--- src/rtl/rx_tlu_arbiter_pkg.sv ---
// Shared widths, word-type flag position, default FE header and output-register states
// for the FE/TLU receive arbiter.
package rx_tlu_arbiter_pkg;

  localparam int WORD_TYPE_BIT = 31;
  localparam int FE_W          = 24;
  localparam int TLU_W         = 31;
  localparam int OUT_W         = 32;

  localparam logic [7:0] FE_HEADER_DEFAULT = 8'h01;

  typedef enum logic {
    ST_EMPTY = 1'b0,
    ST_HOLD  = 1'b1
  } out_state_t;

  function automatic logic [OUT_W-1:0] tlu_word(input logic [TLU_W-1:0] d);
    logic [OUT_W-1:0] w;
    w = {1'b0, d};
    w[WORD_TYPE_BIT] = 1'b1;
    return w;
  endfunction

  // The source flag always wins over whatever the header byte carries in bit 31.
  function automatic logic [OUT_W-1:0] fe_word(input logic [7:0] hdr, input logic [FE_W-1:0] d);
    logic [OUT_W-1:0] w;
    w = {hdr, d};
    w[WORD_TYPE_BIT] = 1'b0;
    return w;
  endfunction

endpackage

--- src/rtl/rx_tlu_arbiter_tlu_buf.sv ---
// Synchronous first-word-fall-through buffer for TLU words; full/empty come from
// wrap-bit pointer comparison, so the caller must only push when there is room.
module rx_tlu_arbiter_tlu_buf #(
  parameter int DEPTH = 4,
  parameter int W     = 32
) (
  input  logic         clk,
  input  logic         rst,
  input  logic         push,
  input  logic [W-1:0] din,
  input  logic         pop,
  output logic [W-1:0] dout,
  output logic         full,
  output logic         empty
);

  localparam int AW = $clog2(DEPTH);

  logic [AW:0]  wr_ptr;
  logic [AW:0]  rd_ptr;
  logic [W-1:0] mem [DEPTH];

  assign empty = (wr_ptr == rd_ptr);
  assign full  = (wr_ptr[AW] != rd_ptr[AW]) && (wr_ptr[AW-1:0] == rd_ptr[AW-1:0]);
  assign dout  = mem[rd_ptr[AW-1:0]];

  always_ff @(posedge clk or posedge rst) begin
    if (rst) begin
      wr_ptr <= '0;
      rd_ptr <= '0;
    end else begin
      if (push) wr_ptr <= wr_ptr + 1'b1;
      if (pop)  rd_ptr <= rd_ptr + 1'b1;
    end
  end

  always_ff @(posedge clk) begin
    if (push) mem[wr_ptr[AW-1:0]] <= din;
  end

endmodule

--- src/rtl/rx_tlu_arbiter.sv ---
// Merges FE-I4 words and priority TLU words into one 32-bit FWFT stream (bit31 = TLU).
// Define RX_TLU_ARB_HEADER_EN to place FE_HEADER in bits [30:24] of FE words.
module rx_tlu_arbiter
  import rx_tlu_arbiter_pkg::*;
#(
  parameter int         TLU_DEPTH = 4,
  parameter logic [7:0] FE_HEADER = FE_HEADER_DEFAULT
) (
  input  logic              BUS_CLK,
  input  logic              BUS_RST,
  input  logic              FE_FIFO_EMPTY,
  input  logic [FE_W-1:0]   FE_FIFO_DATA,
  output logic              FE_FIFO_READ,
  input  logic              TLU_DATA_SAVE_FLAG,
  input  logic [TLU_W-1:0]  TLU_DATA,
  output logic              TLU_DATA_SAVED_FLAG,
  input  logic              FIFO_READ_NEXT,
  output logic              FIFO_EMPTY,
  output logic [OUT_W-1:0]  FIFO_DATA,
  output logic              TLU_OVERFLOW,
  output logic              READ_ERROR
);

`ifdef RX_TLU_ARB_HEADER_EN
  localparam logic [7:0] FE_HDR_EFF = FE_HEADER;
`else
  // Header parameter stays in the interface but is masked off in this build.
  localparam logic [7:0] FE_HDR_EFF = FE_HEADER & 8'h00;
`endif

  out_state_t       state;
  logic             load;
  logic             tlu_push;
  logic             tlu_pop;
  logic             tlu_full;
  logic             tlu_empty;
  logic             fe_take;
  logic [OUT_W-1:0] tlu_head;

  assign load     = (state == ST_EMPTY) || FIFO_READ_NEXT;
  assign tlu_pop  = load && !tlu_empty;
  assign fe_take  = load && tlu_empty && !FE_FIFO_EMPTY && !BUS_RST;
  // A pop in the same cycle frees the slot the push needs.
  assign tlu_push = TLU_DATA_SAVE_FLAG && (!tlu_full || tlu_pop);

  assign FE_FIFO_READ = fe_take;
  assign FIFO_EMPTY   = (state == ST_EMPTY);

  rx_tlu_arbiter_tlu_buf #(
    .DEPTH (TLU_DEPTH),
    .W     (OUT_W)
  ) u_tlu_buf (
    .clk   (BUS_CLK),
    .rst   (BUS_RST),
    .push  (tlu_push),
    .din   (tlu_word(TLU_DATA)),
    .pop   (tlu_pop),
    .dout  (tlu_head),
    .full  (tlu_full),
    .empty (tlu_empty)
  );

  always_ff @(posedge BUS_CLK or posedge BUS_RST) begin
    if (BUS_RST) begin
      state               <= ST_EMPTY;
      FIFO_DATA           <= '0;
      TLU_DATA_SAVED_FLAG <= 1'b0;
      TLU_OVERFLOW        <= 1'b0;
      READ_ERROR          <= 1'b0;
    end else begin
      TLU_DATA_SAVED_FLAG <= tlu_push;
      if (TLU_DATA_SAVE_FLAG && !tlu_push) TLU_OVERFLOW <= 1'b1;
      if (FIFO_READ_NEXT && (state == ST_EMPTY)) READ_ERROR <= 1'b1;
      if (load) begin
        if (tlu_pop) begin
          state     <= ST_HOLD;
          FIFO_DATA <= tlu_head;
        end else if (fe_take) begin
          state     <= ST_HOLD;
          FIFO_DATA <= fe_word(FE_HDR_EFF, FE_FIFO_DATA);
        end else begin
          state     <= ST_EMPTY;
        end
      end
    end
  end

endmodule

--- config.mk ---
export PLATFORM = sky130hd
export DESIGN_NAME = rx_tlu_arbiter
export DESIGN_NICKNAME = d
export VERILOG_FILES = /design/src/rtl/rx_tlu_arbiter_pkg.sv /design/src/rtl/rx_tlu_arbiter_tlu_buf.sv /design/src/rtl/rx_tlu_arbiter.sv
export SDC_FILE = /design/constraint.sdc
export NUM_CORES = 1
export LEC_CHECK = 0
export BUFFER_PORTS_ARGS = -buffer_cell sky130_fd_sc_hd__buf_2
export CORE_MARGIN = 4
export CORE_UTILIZATION = 40
export DETAILED_ROUTE_END_ITERATION = 12
export GPL_TIMING_DRIVEN = 0
export PLACE_DENSITY = 0.63
export SLEW_MARGIN = 20
export SYNTH_ARGS = -nofsm -noshare
export SYNTH_HDL_FRONTEND = slang
export SYNTH_SLANG_ARGS = --single-unit
export TNS_END_PERCENT = 1
--- constraint.sdc ---
create_clock -name BUS_CLK -period 4.3 [get_ports BUS_CLK]
set_input_delay 0.215 -clock BUS_CLK [delete_from_list [all_inputs] [get_ports BUS_CLK]]
set_output_delay 0.215 -clock BUS_CLK [all_outputs]
set_load 0.02 [all_outputs]
After elaboration in Yosys (flattened, before gate mapping) --
Memories as Yosys holds them, arrays and structs flattened. Index checks and enable logic that the tools add are counted. Widths: inputs -> output; s select.
Word-level totals: register bits after elaboration 42, memory bits (writable) 124, bits of input ports 60, output and inout port bits 37, logic and storage cells 37, memories kept 1
Memory list:
- u_tlu_buf.mem | words 4, width 31, read ports 1, clocked after Yosys merged registers in 0, wr ports 1, RTL line rx_tlu_arbiter_tlu_buf.sv:21 | logic [W-1:0] mem [DEPTH];
Operators by class: $add $sub $neg 2, eq/ne operators 3, muxes and demuxes 6, bitwise logic cells 1, reduce and logical (&&, ||, !) cells 17
Operator list (number):
- $mux 32 | 2
- $logic_and 1x1->1 | 8
- $add 3x1->3 const B | 2
- $logic_not 1->1 | 5
- $mux 1 | 4
- $eq 3x3->1 | 1
- $eq 2x2->1 | 1
- $logic_or 1x1->1 | 2
- $reduce_and 2->1 | 1
- $reduce_bool 2->1 | 1
- $ne 1x1->1 | 1
- $not 1->1 | 1

Longest topological paths before layout --
depth in word-level cells 7, gate-level depth with buffers 6, gate-level depth less buffers 4

Hierarchy --
A second synthesis with hierarchy kept.
Unflattened totals: cells, all modules 343, area, all modules 6807.8 um^2
Modules (own cells, without submodules):
- rx_tlu_arbiter_tlu_buf | times used 1, cells each 199, area each 5017.3 um^2, seq. area each 3993.8 um^2
- rx_tlu_arbiter | times used 1, cells each 144, area each 1790.5 um^2, seq. area each 900.9 um^2

Least setup slack after synthesis --
OpenSTA, ideal clock, no wires.
path kind register to register, start register u_tlu_buf.rd_ptr[0], end memory u_tlu_buf.mem[3][0] in the netlist's numbering (enable), setup time 0.430 ns, data arrival time 2.581 ns, required time 3.870 ns, path slack 1.289 ns, stages on the path, launching flop included 5, path buffers 1, period minus slack after synthesis 3.011 ns, cell sequence dfrtp_1 -> buf_2 -> xor2_2 -> nor3_1 -> a21oi_1
On the way: longest elaborated chain between the ends 7, elaborated cells between the ends (all ways) 10, classes of those cells eq/ne: 2; mux: 2; reduce/logical: 6
RTL lines:
- start, declared | RTL line rx_tlu_arbiter_tlu_buf.sv:20 | logic [AW:0] rd_ptr;
- start signal, assigned | RTL line rx_tlu_arbiter_tlu_buf.sv:33 | if (pop) rd_ptr <= rd_ptr + 1'b1;
- $eq 3x3->1 or $eq 2x2->1 (tied branches) | RTL line rx_tlu_arbiter_tlu_buf.sv:23, rx_tlu_arbiter_tlu_buf.sv:24
- $logic_not 1->1 or $logic_and 1x1->1 (tied branches) | RTL line rx_tlu_arbiter.sv:41, rx_tlu_arbiter_tlu_buf.sv:24
- $logic_and 1x1->1 or $logic_not 1->1 (tied branches) | RTL line rx_tlu_arbiter.sv:41, rx_tlu_arbiter.sv:44
- $logic_or 1x1->1 * | RTL line rx_tlu_arbiter.sv:44 | assign tlu_push = TLU_DATA_SAVE_FLAG && (!tlu_full || tlu_pop);
- $logic_and 1x1->1 * | RTL line rx_tlu_arbiter.sv:44
- $mux 1 * | RTL line rx_tlu_arbiter_tlu_buf.sv:38 | if (push) mem[wr_ptr[AW-1:0]] <= din;
- $mux 1 (not written as such) * | RTL line rx_tlu_arbiter_tlu_buf.sv:38
- end, declared | RTL line rx_tlu_arbiter_tlu_buf.sv:21
Mark *: on every way between the ends. The rest lies on a longest branch, timed or not.

Worst setup path after layout --
start register u_tlu_buf.rd_ptr[0], end output FE_FIFO_READ
On the way: longest elaborated chain between the ends 4
RTL lines:
- $eq 3x3->1 | RTL line rx_tlu_arbiter_tlu_buf.sv:23 | assign empty = (wr_ptr == rd_ptr);
- $logic_and 1x1->1 (3 in a row) | RTL line rx_tlu_arbiter.sv:42 | assign fe_take = load && tlu_empty && !FE_FIFO_EMPTY && !BUS_RST;
- end, declared | RTL line rx_tlu_arbiter.sv:13 | output logic FE_FIFO_READ,
Every way passes these cells.

==> metrics.yaml <==
outcome: "finished clean"
detailedPlacementHpwl_um: 12300
wl_per_cell_um: 21.9
antenna_violations_before_repair: 0
tritoncts: "yes"
syn2layout_area_growth_pct: 21.3
die_x_um: 142
grt_pass1_vias: 4859
antenna_violating_nets_post_route: 0
worstSetupEndpointType: "output port"
finalHoldWorstSlack_ps: 11.5
wirelength_um: 17600
clk_transition_reported_paths_ps: 60
post_synth.cell_area_avg_um2: 16.4
numPortBuffers: 96
final_period_minus_worst_setup_slack_ps: 2630
critical_path.max_fanout: 10
mappedNetlistArea_um2: 7150
floorplan.core_area_um2: 17400
cts.root.buffer_cell: "sky130_fd_sc_hd__clkbuf_16"
die-area_um2: 20100
synth_ff_type: "sky130_fd_sc_hd__edfxtp_1"
hp-class: "in -> reg"
post_route_cells_drive_above_1_share_pct: 32.1
final-max-slew-violation-count: 0
cp_data_arrival_time_ps: 2420
maxCapViolations: 0
synth.yosys.seq_area_share_pct: 66.8
num-nets-final: 629
worst_setup_path_start_kind: "flip-flop"
gr-total-overflow: 0
number_of_buffers_inserted_to_repair_setup_after_cts: 0
routabilityCongestion: 0.813
detail_route.drc_violations: 0
yosysWarningCount: 0
antennaDiodeCount: 0
regArea_um2: 4770
power.density_cell_area_nw_per_um2: 760
crit_required_ps: 4090
syn-num-nets: 500
effective_utilization_at_floorplan_pct: 41.1
clock_skew_ps: 5.64
worst_slew_pin_slew_ps: 718
cts_buffers: 17
maxClockFrequency_mhz: 380
worstSkewPairLatency_ps: 420
finalSetupTns_ps: 0
relSlewSlack_pct: 52.0
number_of_enable_flip_flop_cells_after_synthesis: 124
area_of_the_multi_input_gates_um2: 2210
num_rows: 48
timing.final.crit_share_pct: 61.2
syn_inst: 435
setup.worst_path.class: "reg -> out"
cts_buffer_depth: 2
detail_route.iter0.violations: 464
synth.ff_latch_count: 166
ios: 97
drtPass1Iterations: 5
grt_start_max_net_pins: 31
yosysUniqueCellTypes: 37
setup_viol: 0
final-hold-violation-count: 0
numClockSinks: 166
fill_cell_total_of_the_finished_layout: 1479
vdd.ir_drop.worst_mv: 0.443
total_leakage_power_nw: 3.05
via_per_inst: 5.71
ctsHtreeMaxLevel: 4
fp.dieH_um: 142
rsz0062_at_grt: "false"
via_count: 4578
wire_length_of_the_first_global_routing_pass_um: 27600
track_usage_pct: 18.2
synthArstFlopShare_pct: 25.3
-- registers in the layout, summed over array words and instances (netlist names) --
| register | count |
|---|---|
| u_tlu_buf.rd_ptr | 3 |
| u_tlu_buf.mem | 124 |
| READ_ERROR | 1 |
| FIFO_DATA | 32 |
| u_tlu_buf.wr_ptr | 3 |
| state | 1 |
| TLU_DATA_SAVED_FLAG | 1 |
| TLU_OVERFLOW | 1 |
-- synthesized netlist by cell type (2+ instances only) --
library cell / n / share of area, %
sky130_fd_sc_hd__buf_1: 2 / 0.11
sky130_fd_sc_hd__nand4_1: 2 / 0.17
sky130_fd_sc_hd__inv_1: 5 / 0.26
sky130_fd_sc_hd__mux4_2: 31 / 9.8
sky130_fd_sc_hd__o21ai_0: 26 / 1.8
sky130_fd_sc_hd__xor2_2: 3 / 0.68
sky130_fd_sc_hd__buf_2: 11 / 0.77
sky130_fd_sc_hd__o311ai_0: 20 / 2.4
sky130_fd_sc_hd__a22o_1: 7 / 0.86
sky130_fd_sc_hd__edfxtp_1: 124 / 52
sky130_fd_sc_hd__nor2_1: 2 / 0.11
sky130_fd_sc_hd__clkbuf_1: 27 / 1.4
sky130_fd_sc_hd__dfrtp_1: 42 / 15
sky130_fd_sc_hd__nand3b_1: 24 / 2.5
sky130_fd_sc_hd__and3_1: 4 / 0.35
sky130_fd_sc_hd__o311ai_1: 5 / 0.61
sky130_fd_sc_hd__nor3_1: 2 / 0.14
sky130_fd_sc_hd__o211ai_1: 24 / 2.5
sky130_fd_sc_hd__o41a_1: 24 / 3.8
sky130_fd_sc_hd__nand2_1: 25 / 1.3
sky130_fd_sc_hd__ha_1: 5 / 0.87
sky130_fd_sc_hd__xnor2_1: 5 / 0.61
-- cells in the final DEF (no fill, tap or decap), drive strengths merged, types with 4 or more instances in the layout --
| cell | synthesis | final |
|---|---|---|
| nand2 | 25 | 25 |
| clkbuf | 27 | 45 |
| dlygate4sd3 | 0 | 9 |
| a22o | 7 | 7 |
| edfxtp | 124 | 124 |
| o41a | 24 | 24 |
| o211ai | 24 | 24 |
| clkinv | 0 | 7 |
| nand3b | 24 | 24 |
| o311ai | 25 | 25 |
| buf | 13 | 114 |
| ha | 5 | 5 |
| mux4 | 31 | 31 |
| o21ai | 26 | 26 |
| dfrtp | 42 | 42 |
| xor2 | 4 | 4 |
| and3 | 4 | 4 |
| clkinvlp | 0 | 4 |
| xnor2 | 5 | 5 |
| inv | 5 | 7 |
-- path summary, 6_finish.rpt --
| path | start | endpoint | slack, ps | cells after the start |
|---|---|---|---|---|
| hold / removal | TLU_DATA[20] | u_tlu_buf.mem[1][20] | 10 | 1 |
| min in group asynchronous | BUS_RST | FIFO_DATA[14] | 130 | 3 |
| max in group asynchronous | BUS_RST | FIFO_DATA[28] | 3700 | 4 |
| setup reg to reg | u_tlu_buf.rd_ptr[0] | u_tlu_buf.mem[3][2] | 1880 | 5 |
| hold reg to reg | READ_ERROR | READ_ERROR | 470 | 1 |
| setup / recovery | u_tlu_buf.rd_ptr[0] | FE_FIFO_READ | 1670 | 6 |
-- timing repair --
action	4_1_cts	5_1_grt
hold buffers	8	1
endpoints found under the hold margin	30	4
resized for setup	0	0
-- where the power goes --
part	switching (mW)	internal, mW
registers	0.210	2.21
logic	1.75	1.03
clock network	0.601	0.788
-- worst max-delay path: stages (launching register included) --
cell and delay (ps):
sky130_fd_sc_hd__dfrtp_1 340, sky130_fd_sc_hd__buf_2 270, sky130_fd_sc_hd__xor2_2 410, sky130_fd_sc_hd__clkbuf_1 430
sky130_fd_sc_hd__nor3_1 160, sky130_fd_sc_hd__and3_1 230, sky130_fd_sc_hd__buf_2 170
-- layout make-up --
type,count,share of cell area [%]
flip-flops and latches,166,55.1
multi-input cells,224,25.5
repair buffers,110,7.91
clock buffers,18,4.95
well taps,225,3.25
plain buffers,40,1.89
clock inverters,14,1.26
inverters,5,0.216
-- per-stage QoR --
step                power, mW  cell area (um^2)  utilization, %  setup WS (ps)  instances
floorplan                4.26              7150               -           1290        435
global placement         5.06              7910            45.4           -319        756
detailed placement       5.22              8040            46.2           1860        761
CTS                      6.62              8660            49.7           1670        801
global route             6.98              8670            49.8           1450        802
finish                   6.59              8670            49.8           1670        802
-- routing by layer --
layer  vias up  wire (um)  GRT usage (%)
li1       2059          -              -
met1      2335       7260           24.0
met2       159       8810           29.9
met3        25       1080           4.18
met4         0        428           6.46
met5         -          0              0
-- cell families (layout without fill, tap and decap cells) --
kind of cell / after synthesis / after routing / share of synthesized area [%]
DFF: 166 / 166 / 66.8
AOI/OAI and AO/OA: 114 / 114 / 13.4
and+or+nand+nor: 63 / 63 / 4.93
buffers and inverters: 45 / 187 / 2.55
muxes: 33 / 33 / 10.1
xor gates and xnor gates: 9 / 9 / 1.42
adders and majority gates: 5 / 5 / 0.875
No activity file was read; power rests on OpenSTA's default activity.
